[src/rtl/pulse_monitor_pkg.sv]
// Shared constants and types for the pulse monitor.
// Covers the frame length, the statistic widths and the output FSM encoding.
package pulse_monitor_pkg;

    localparam int FRAME_LEN = 16;
    localparam int CNT_W     = 4;
    localparam int ONES_W    = 5;
    localparam int RISE_W    = 4;
    localparam int RUN_W     = 5;

    localparam logic [CNT_W-1:0] LAST_BIT = CNT_W'(FRAME_LEN - 1);

    typedef enum logic {
        EMPTY = 1'b0,
        FULL  = 1'b1
    } out_state_t;

    function automatic logic [RUN_W-1:0] max_of(input logic [RUN_W-1:0] a,
                                                input logic [RUN_W-1:0] b);
        return (a > b) ? a : b;
    endfunction

endpackage

[src/rtl/pulse_monitor_if.sv]
// Result channel of the pulse monitor.
// Carries the completed word, its statistics and the valid/ready handshake.
interface pulse_monitor_if;
    import pulse_monitor_pkg::*;

    logic [FRAME_LEN-1:0] word_out;
    logic [ONES_W-1:0]    ones_count;
    logic [RISE_W-1:0]    rise_count;
    logic [RUN_W-1:0]     max_run;
    logic                 word_valid;
    logic                 word_ready;

    modport master (
        output word_out,
        output ones_count,
        output rise_count,
        output max_run,
        output word_valid,
        input  word_ready
    );

    modport slave (
        input  word_out,
        input  ones_count,
        input  rise_count,
        input  max_run,
        input  word_valid,
        output word_ready
    );

endinterface

[src/rtl/frame_stats_acc.sv]
// Per-bit accumulator for ones, 0->1 rises and the longest run of ones in a frame.
// Asserting first restarts every statistic from the current bit alone.
module frame_stats_acc
    import pulse_monitor_pkg::*;
(
    input  logic              clock,
    input  logic              reset_n,
    input  logic              pulse_bit,
    input  logic              first,
    input  logic              step,
    output logic [ONES_W-1:0] ones,
    output logic [RISE_W-1:0] rise,
    output logic [RUN_W-1:0]  max_run
);

    logic             prev_bit;
    logic [RUN_W-1:0] run;
    logic [RUN_W-1:0] next_run;

    always_comb begin
        next_run = '0;
        if (first) begin
            next_run = RUN_W'(pulse_bit);
        end else if (pulse_bit) begin
            next_run = run + RUN_W'(1);
        end
    end

    // A rise needs a previous bit inside the same frame, so the first bit never counts.
    always_ff @(posedge clock or negedge reset_n) begin
        if (!reset_n) begin
            ones     <= '0;
            rise     <= '0;
            max_run  <= '0;
            run      <= '0;
            prev_bit <= 1'b0;
        end else if (step) begin
            if (first) begin
                ones    <= ONES_W'(pulse_bit);
                rise    <= '0;
                max_run <= next_run;
            end else begin
                ones    <= ones + ONES_W'(pulse_bit);
                rise    <= rise + RISE_W'(pulse_bit & ~prev_bit);
                max_run <= max_of(max_run, next_run);
            end
            run      <= next_run;
            prev_bit <= pulse_bit;
        end
    end

endmodule

[src/rtl/pulse_monitor.sv]
// Assembles 16-bit MSB-first frames from a serial pulse stream.
// Each completed frame and its statistics are offered one cycle later on a valid/ready channel.
module pulse_monitor
    import pulse_monitor_pkg::*;
#(
    parameter int WIDTH = FRAME_LEN
) (
    input  logic clock,
    input  logic reset_n,
    input  logic enable,
    input  logic sync,
    input  logic pulse_in,
    input  logic clear_overrun,
    output logic overrun,
    pulse_monitor_if.master res
);

    logic [WIDTH-1:0]  shift;
    logic [CNT_W-1:0]  bit_cnt;
    logic              frame_done;
    logic              first_bit;
    logic              transfer;
    logic              take_word;
    logic              drop_word;
    logic [ONES_W-1:0] acc_ones;
    logic [RISE_W-1:0] acc_rise;
    logic [RUN_W-1:0]  acc_max_run;
    out_state_t        state;

    assign first_bit      = sync || (bit_cnt == '0);
    assign transfer       = res.word_valid && res.word_ready;
    assign take_word      = frame_done && ((state == EMPTY) || transfer);
    assign drop_word      = frame_done && (state == FULL) && !transfer;
    assign res.word_valid = (state == FULL);

    // frame_done marks the cycle after the last bit, when shift and the accumulators hold the full frame.
    always_ff @(posedge clock or negedge reset_n) begin
        if (!reset_n) begin
            shift      <= '0;
            bit_cnt    <= '0;
            frame_done <= 1'b0;
        end else begin
            frame_done <= enable && !sync && (bit_cnt == LAST_BIT);
            if (enable) begin
                if (sync) begin
                    shift   <= {{(WIDTH-1){1'b0}}, pulse_in};
                    bit_cnt <= CNT_W'(1);
                end else begin
                    shift   <= {shift[WIDTH-2:0], pulse_in};
                    bit_cnt <= bit_cnt + CNT_W'(1);
                end
            end
        end
    end

    frame_stats_acc u_stats (
        .clock     (clock),
        .reset_n   (reset_n),
        .pulse_bit (pulse_in),
        .first     (first_bit),
        .step      (enable),
        .ones      (acc_ones),
        .rise      (acc_rise),
        .max_run   (acc_max_run)
    );

    // Output holder: a finished frame is taken when the slot is empty or being emptied on the same edge, otherwise it is dropped.
    always_ff @(posedge clock or negedge reset_n) begin
        if (!reset_n) begin
            state          <= EMPTY;
            res.word_out   <= '0;
            res.ones_count <= '0;
            res.rise_count <= '0;
            res.max_run    <= '0;
            overrun        <= 1'b0;
        end else begin
            if (take_word) begin
                res.word_out   <= shift;
                res.ones_count <= acc_ones;
                res.rise_count <= acc_rise;
                res.max_run    <= acc_max_run;
            end

            if (drop_word) begin
                overrun <= 1'b1;
            end else if (clear_overrun) begin
                overrun <= 1'b0;
            end

            case (state)
                EMPTY: begin
                    if (take_word) begin
                        state <= FULL;
                    end
                end
                FULL: begin
                    if (transfer && !frame_done) begin
                        state <= EMPTY;
                    end
                end
                default: state <= EMPTY;
            endcase
        end
    end

endmodule

[src/flat_wrapper.sv]
// flat-port wrapper written by rule: the top's interface ports become plain ports
module pulse_monitor_flat import pulse_monitor_pkg::*;
#(
    parameter int WIDTH = FRAME_LEN
)
  (clock, reset_n, enable, sync, pulse_in, clear_overrun, overrun, res_word_out, res_ones_count, res_rise_count, res_max_run, res_word_valid, res_word_ready);
  pulse_monitor_if res_i ();
  input  logic clock;
  input  logic reset_n;
  input  logic enable;
  input  logic sync;
  input  logic pulse_in;
  input  logic clear_overrun;
  output logic overrun;
  output wire logic [$bits(res_i.word_out)-1:0] res_word_out;
  output wire logic [$bits(res_i.ones_count)-1:0] res_ones_count;
  output wire logic [$bits(res_i.rise_count)-1:0] res_rise_count;
  output wire logic [$bits(res_i.max_run)-1:0] res_max_run;
  output wire logic [$bits(res_i.word_valid)-1:0] res_word_valid;
  input wire logic [$bits(res_i.word_ready)-1:0] res_word_ready;
  assign res_word_out = res_i.word_out;
  assign res_ones_count = res_i.ones_count;
  assign res_rise_count = res_i.rise_count;
  assign res_max_run = res_i.max_run;
  assign res_word_valid = res_i.word_valid;
  assign res_i.word_ready = res_word_ready;
  pulse_monitor #(.WIDTH(WIDTH)) u_core (.clock(clock), .reset_n(reset_n), .enable(enable), .sync(sync), .pulse_in(pulse_in), .clear_overrun(clear_overrun), .overrun(overrun), .res(res_i));
endmodule
[config.mk]
export PLATFORM = sky130hd
export DESIGN_NAME = pulse_monitor_flat
export DESIGN_NICKNAME = d
export VERILOG_FILES = /design/src/rtl/pulse_monitor_pkg.sv /design/src/rtl/pulse_monitor_if.sv /design/src/rtl/frame_stats_acc.sv /design/src/rtl/pulse_monitor.sv /design/src/flat_wrapper.sv
export SDC_FILE = /design/constraint.sdc
export NUM_CORES = 1
export LEC_CHECK = 0
export CAP_MARGIN = 20
export CORE_MARGIN = 2
export CORE_UTILIZATION = 55
export CTS_CLUSTER_DIAMETER = 60
export DETAILED_ROUTE_END_ITERATION = 12
export MAX_ROUTING_LAYER = met4
export PLACE_DENSITY = 0.86
export SYNTH_ARGS = -nofsm -noshare
export SYNTH_HDL_FRONTEND = slang
export SYNTH_SLANG_ARGS = --single-unit
[constraint.sdc]
create_clock -name clock -period 3.8 [get_ports clock]
set_input_delay 0.38 -clock clock [delete_from_list [all_inputs] [get_ports clock]]
set_output_delay 0.38 -clock clock [all_outputs]
set_load 0.1 [all_outputs]
# == Word level (Yosys, flattened, before mapping) ==
# Cells that the tools add are included.
# W data, S select, Z words.
# word_totals
regBits,73
word_cells,52
# classes
n_bitwise,3
reduce_logical,15
addsub,4
n_eq_ne,2
mux,13
magnitude_cmp,1
# ops
cell,count
$mux W5,5
$mux W16,1
$mux W4,2
$logic_and A1 B1 Y1,7
$add A5 B1 Y5,1
$add A5 B1 Y5 const B,1
$gt A5 B5 Y1,1
$add A4 B1 Y4 const B,1
$add A4 B4 Y4,1
$and A1 B4 Y4,1
$eq A4 B4 Y1 const B,1
$logic_not A4 Y1,1
$mux W1,4
$not A1 Y4,1
$logic_not A1 Y1,3
$logic_or A1 B1 Y1,2
$ne A2 B1 Y1 const B,1
$pmux W1 S2,1
$reduce_and A2 Y1,1
$reduce_bool A2 Y1,1
$not A1 Y1,1

# == Longest topological paths before layout ==
# depth
word_depth,6
depth_mapped,11
mapped_depth_nobuf,11

# == Modules after synthesis ==
# A second synthesis with hierarchy kept.
# hier_totals
cells_unflattened,263
area_unflattened_um2,3413.3
# modules_own_cells
mod,cells_per_inst,instances,area_each_um2
pulse_monitor,164,1,2278.4
frame_stats_acc,99,1,1134.8

# == Least setup slack after synthesis ==
# Ideal clock, no wire load.
# synth_timing
path_type,register -> register
start,register u_core.bit_cnt[0]
end,register u_core.u_stats.max_run[0]
setup_time_ps,125
n_path_buf,0
setup_slack_ps,1118
t_arrival_ps,2557
path_stages_with_launch,12
cell_sequence,dfrtp_1 inv_1 ha_1 nor3b_2 nor2_1 and3_1 inv_1 ha_1 and4_1 nor2b_1 o32ai_4 mux2_2
# synth_between
elab_chain_cells,6
elab_cells_between_ends,8
classes_between,1 x order compare; 1 x eq/ne; 3 x mux; 3 x reduce/logical
# synth_rtl
item,line_no,source
"start, declared",pulse_monitor.sv:19,logic [CNT_W-1:0] bit_cnt;
"start signal, assigned",pulse_monitor.sv:50,bit_cnt <= bit_cnt + CNT_W'(1);
$logic_not A4 Y1 *,pulse_monitor.sv:30,assign first_bit = sync || (bit_cnt == '0);
$logic_or A1 B1 Y1 *,pulse_monitor.sv:30,
$mux W5,frame_stats_acc.sv:22,if (first) begin
$gt A5 B5 Y1,pulse_monitor_pkg.sv:20,return (a > b) ? a : b;
$ne A2 B1 Y1 (no line),-,
$reduce_and A2 Y1 (no line),-,
"end signal, assigned",frame_stats_acc.sv:41,max_run <= next_run;
"end signal, assigned",frame_stats_acc.sv:45,"max_run <= max_of(max_run, next_run);"
"end, declared",frame_stats_acc.sv:13,output logic [RUN_W-1:0] max_run
# Every way passes the cells marked *; elsewhere a longest branch is shown, timed or not. The select of a mux whose other input is x is not followed.
# A chain may end at the register's enable or synchronous reset.

# == Final worst setup path ==
# layout_timing
start,register u_core.bit_cnt[0]
end,register u_core.u_stats.max_run[1]
# The elaborated chain is that of the path after synthesis.

==> impl_metrics.json <==
{
  "syn_nets": 280,
  "yosysWarnings": 0,
  "fillers": 408,
  "grt_usage_pct": 21.75,
  "tightest_slew_ps": 981.0,
  "synth_area_per_cell_sq_um": 11.99,
  "dr.first_iter.drc_count": 157,
  "finalHoldViolCount": 0,
  "cts_hold_buffers": 0,
  "fmax_mhz": 327.9,
  "power_frac_seq_pct": 49.1,
  "cts_tree": "built",
  "vias": 2095,
  "path_max_fanout": 7,
  "antenna_cells": 0,
  "gp_congestion": 0.8512,
  "cts_made_buffers": 9,
  "drc": 0,
  "multi_input_area_sq_um": 1210,
  "synth-edff-count": 0,
  "post_cts_resized": 0,
  "setup_viol": 0,
  "worstPathCellList": "inv_1, ha_1, nor3b_2, nor2_1, and3_1, inv_1, ha_1, and4_1, a211oi_1, o32ai_4, mux2_2",
  "hpwl_microns": 3969,
  "p_leak_nw": 1.768,
  "switching_share_pct": 25.14,
  "synthFlopType": "dfrtp_1",
  "worstSetupPathType": "flop to flop",
  "rows": 27,
  "synth_cell_types": 34,
  "clockBufferDepth": 2,
  "drt-wirelength-per-cell_microns": 15.77,
  "p_per_area_nw_per_um2": 439.9,
  "clockRootBuffer": "clkbuf_8",
  "hold_path.class": "input pin to asynchronous set/reset pin",
  "area_growth_syn_to_layout_pct": 21.38,
  "grt_max_degree": 45,
  "final_common_cell": "dfrtp_1",
  "power_frac_comb_pct": 10.6,
  "grt_pass1_vias": 2069,
  "fin_crit_ps": 3050,
  "post_cts_buffers": 0,
  "path_buf_inv": 2,
  "rsz0062_at_grt": "false",
  "synthArstFlopShare_pct": 100.0,
  "worstReg2RegStart": "u_core.bit_cnt[0]$_DFFE_PN0P_",
  "worstSetupStartpointType": "flop",
  "nets": 321,
  "antenna_found_initial": 0,
  "slew_viol_final": 0,
  "clk_pin_slew_worst_paths_ps": 80,
  "grt_pass1_wl_microns": 10030,
  "status": "complete, no violations",
  "critPathTopFamily": "simple AND/OR/NAND/NOR gates",
  "drive_above_1_share_pct": 19.22,
  "required_ps": 4030,
  "start_util_pct": 56.85,
  "drv_cap": 0,
  "dieArea_sq_um": 6312,
  "die_w_microns": 79.45,
  "htreeDepth": 3,
  "slowest_stage": "dfrtp_1",
  "ant_nets": 0,
  "ys_ff_latch": 72,
  "firstDrtPassIters": 4,
  "synth_area_sq_um": 3131,
  "slew_headroom_pct": 34.39,
  "cpPeakStageDelay_ps": 400,
  "clock-sinks": 72,
  "final_cell_mix": "dfrtp_1, clkdlybuf4s50_1, mux2_2",
  "ir_worst_vdd_mv": 0.2763,
  "power_frac_clock_pct": 40.4,
  "finalSetupTns_ps": 0,
  "final-seq-area_sq_um": 1802,
  "core_area_sq_um": 5507,
  "timing.final.crit_share_pct": 80.26,
  "crit_path_end_kind": "flop",
  "p_sw_mw": 0.4202,
  "worst_r2r_endpoint": "u_core.u_stats.max_run[1]$_DFFE_PN0P_",
  "portBuffers": 38,
  "postSynthCellCount": 261,
  "chipHeight_microns": 79.45,
  "r2r_cells": 11,
  "arrival_ps": 3280,
  "viasPerCell": 5.528,
  "yosysSeqAreaShare_pct": 57.55,
  "ioPinCount": 39,
  "fin_worst_skew_ps": 7.708,
  "drt-total-wl_microns": 5978,
  "internal_power_mw": 1.251,
  "holdWs_ps": 166.9,
  "overflow": 0,
  "clock_latency_ps": 350,
  "r2r_slack_ps": 750
}
## per-stage QoR
stage	util, %	worst slack, ps	area, sq um	power, mW	instances
final	69.01	750.1	3800	1.672	379
after global routing	69.01	538.8	3800	1.735	379
after CTS	69.01	729.7	3800	1.686	379
after detailed placement	64.99	772.8	3578	1.010	363
after global placement	64.99	890.0	3578	1.000	363
after floorplan	-	1118	3131	0.9508	261
## kinds of logic after synthesis
logic type / share of synthesized area (%)
fa+ha+maj: 4.796
simple gates: 10.35
compound gates: 10.43
buf+inv: 3.797
flops: 57.55
mux: 12.23
xor+xnor: 0.8395
## registers in the layout, summed over array words and instances (netlist names), 4 cells and up
name / flops
u_core.shift: 16
u_core.u_stats.ones: 5
u_core.u_stats.max_run: 5
u_core.bit_cnt: 4
u_core.res.rise_count: 4
u_core.res.ones_count: 5
u_core.u_stats.run: 5
u_core.u_stats.rise: 4
u_core.res.word_out: 16
u_core.res.max_run: 5
## power groups by stage
| stage | clock network, mW | registers (mW) | logic (mW) |
|---|---|---|---|
| after global routing | 0.717 | 0.824 | 0.195 |
| after detailed placement | 0 | 0.835 | 0.175 |
| after CTS | 0.688 | 0.820 | 0.178 |
| after global placement | 0 | 0.833 | 0.167 |
| final | 0.675 | 0.820 | 0.177 |
| after floorplan | 0 | 0.842 | 0.109 |
## worst max path at each step
stage                                                 end                           from  cells after the start  slack (ps)
floorplan           u_core.u_stats.max_run[0]$_DFFE_PN0P_  u_core.bit_cnt[0]$_DFFE_PN0P_                     11        1120
global placement    u_core.u_stats.max_run[3]$_DFFE_PN0P_                           sync                      9         890
detailed placement  u_core.u_stats.max_run[1]$_DFFE_PN0P_                           sync                      9         770
CTS                 u_core.u_stats.max_run[1]$_DFFE_PN0P_  u_core.bit_cnt[0]$_DFFE_PN0P_                     11         730
global route        u_core.u_stats.max_run[1]$_DFFE_PN0P_  u_core.bit_cnt[0]$_DFFE_PN0P_                     11         540
finish              u_core.u_stats.max_run[1]$_DFFE_PN0P_  u_core.bit_cnt[0]$_DFFE_PN0P_                     11         750
## cell usage after synthesis (2+ instances only)
master / number / share of area, %
nor3b_1: 2 / 0.48
clkbuf_1: 8 / 0.96
xnor2_1: 2 / 0.56
nand3_1: 5 / 0.80
buf_1: 2 / 0.24
mux2_2: 34 / 12
o21ai_0: 22 / 3.5
and3_1: 5 / 1.0
a21oi_1: 3 / 0.48
o31ai_1: 9 / 2.2
dfrtp_1: 72 / 58
nand2_1: 27 / 3.2
and4_1: 2 / 0.56
nand3b_1: 8 / 1.9
nor2b_1: 2 / 0.40
nor2_1: 5 / 0.60
nand2b_1: 3 / 0.60
ha_1: 12 / 4.8
o2bb2ai_1: 7 / 2.0
buf_2: 2 / 0.32
inv_1: 16 / 1.9
## worst register-to-register path: cells and delay by family, from the launching register on
kind	cells	cell delay, ps
buf+inv	2	130
simple gates	4	960
fa+ha+maj	2	530
compound gates	2	590
flops	1	400
mux	1	320
## layer usage
metal,wire [microns],GRT usage [%]
met5,0,-
met4,116,10.17
met3,194,5.882
met2,2906,31.51
met1,2760,28.80
## area by class of cell
class                      count  share of cell area (%)
clock inverter                 5                   2.107
multi-input combinational    159                   31.84
inverter                      17                   1.679
timing repair buffer          43                   10.87
clock buffer                  11                   3.721
tap                           72                   2.371
sequential                    72                   47.42
No activity file was read; power rests on OpenSTA's default activity.
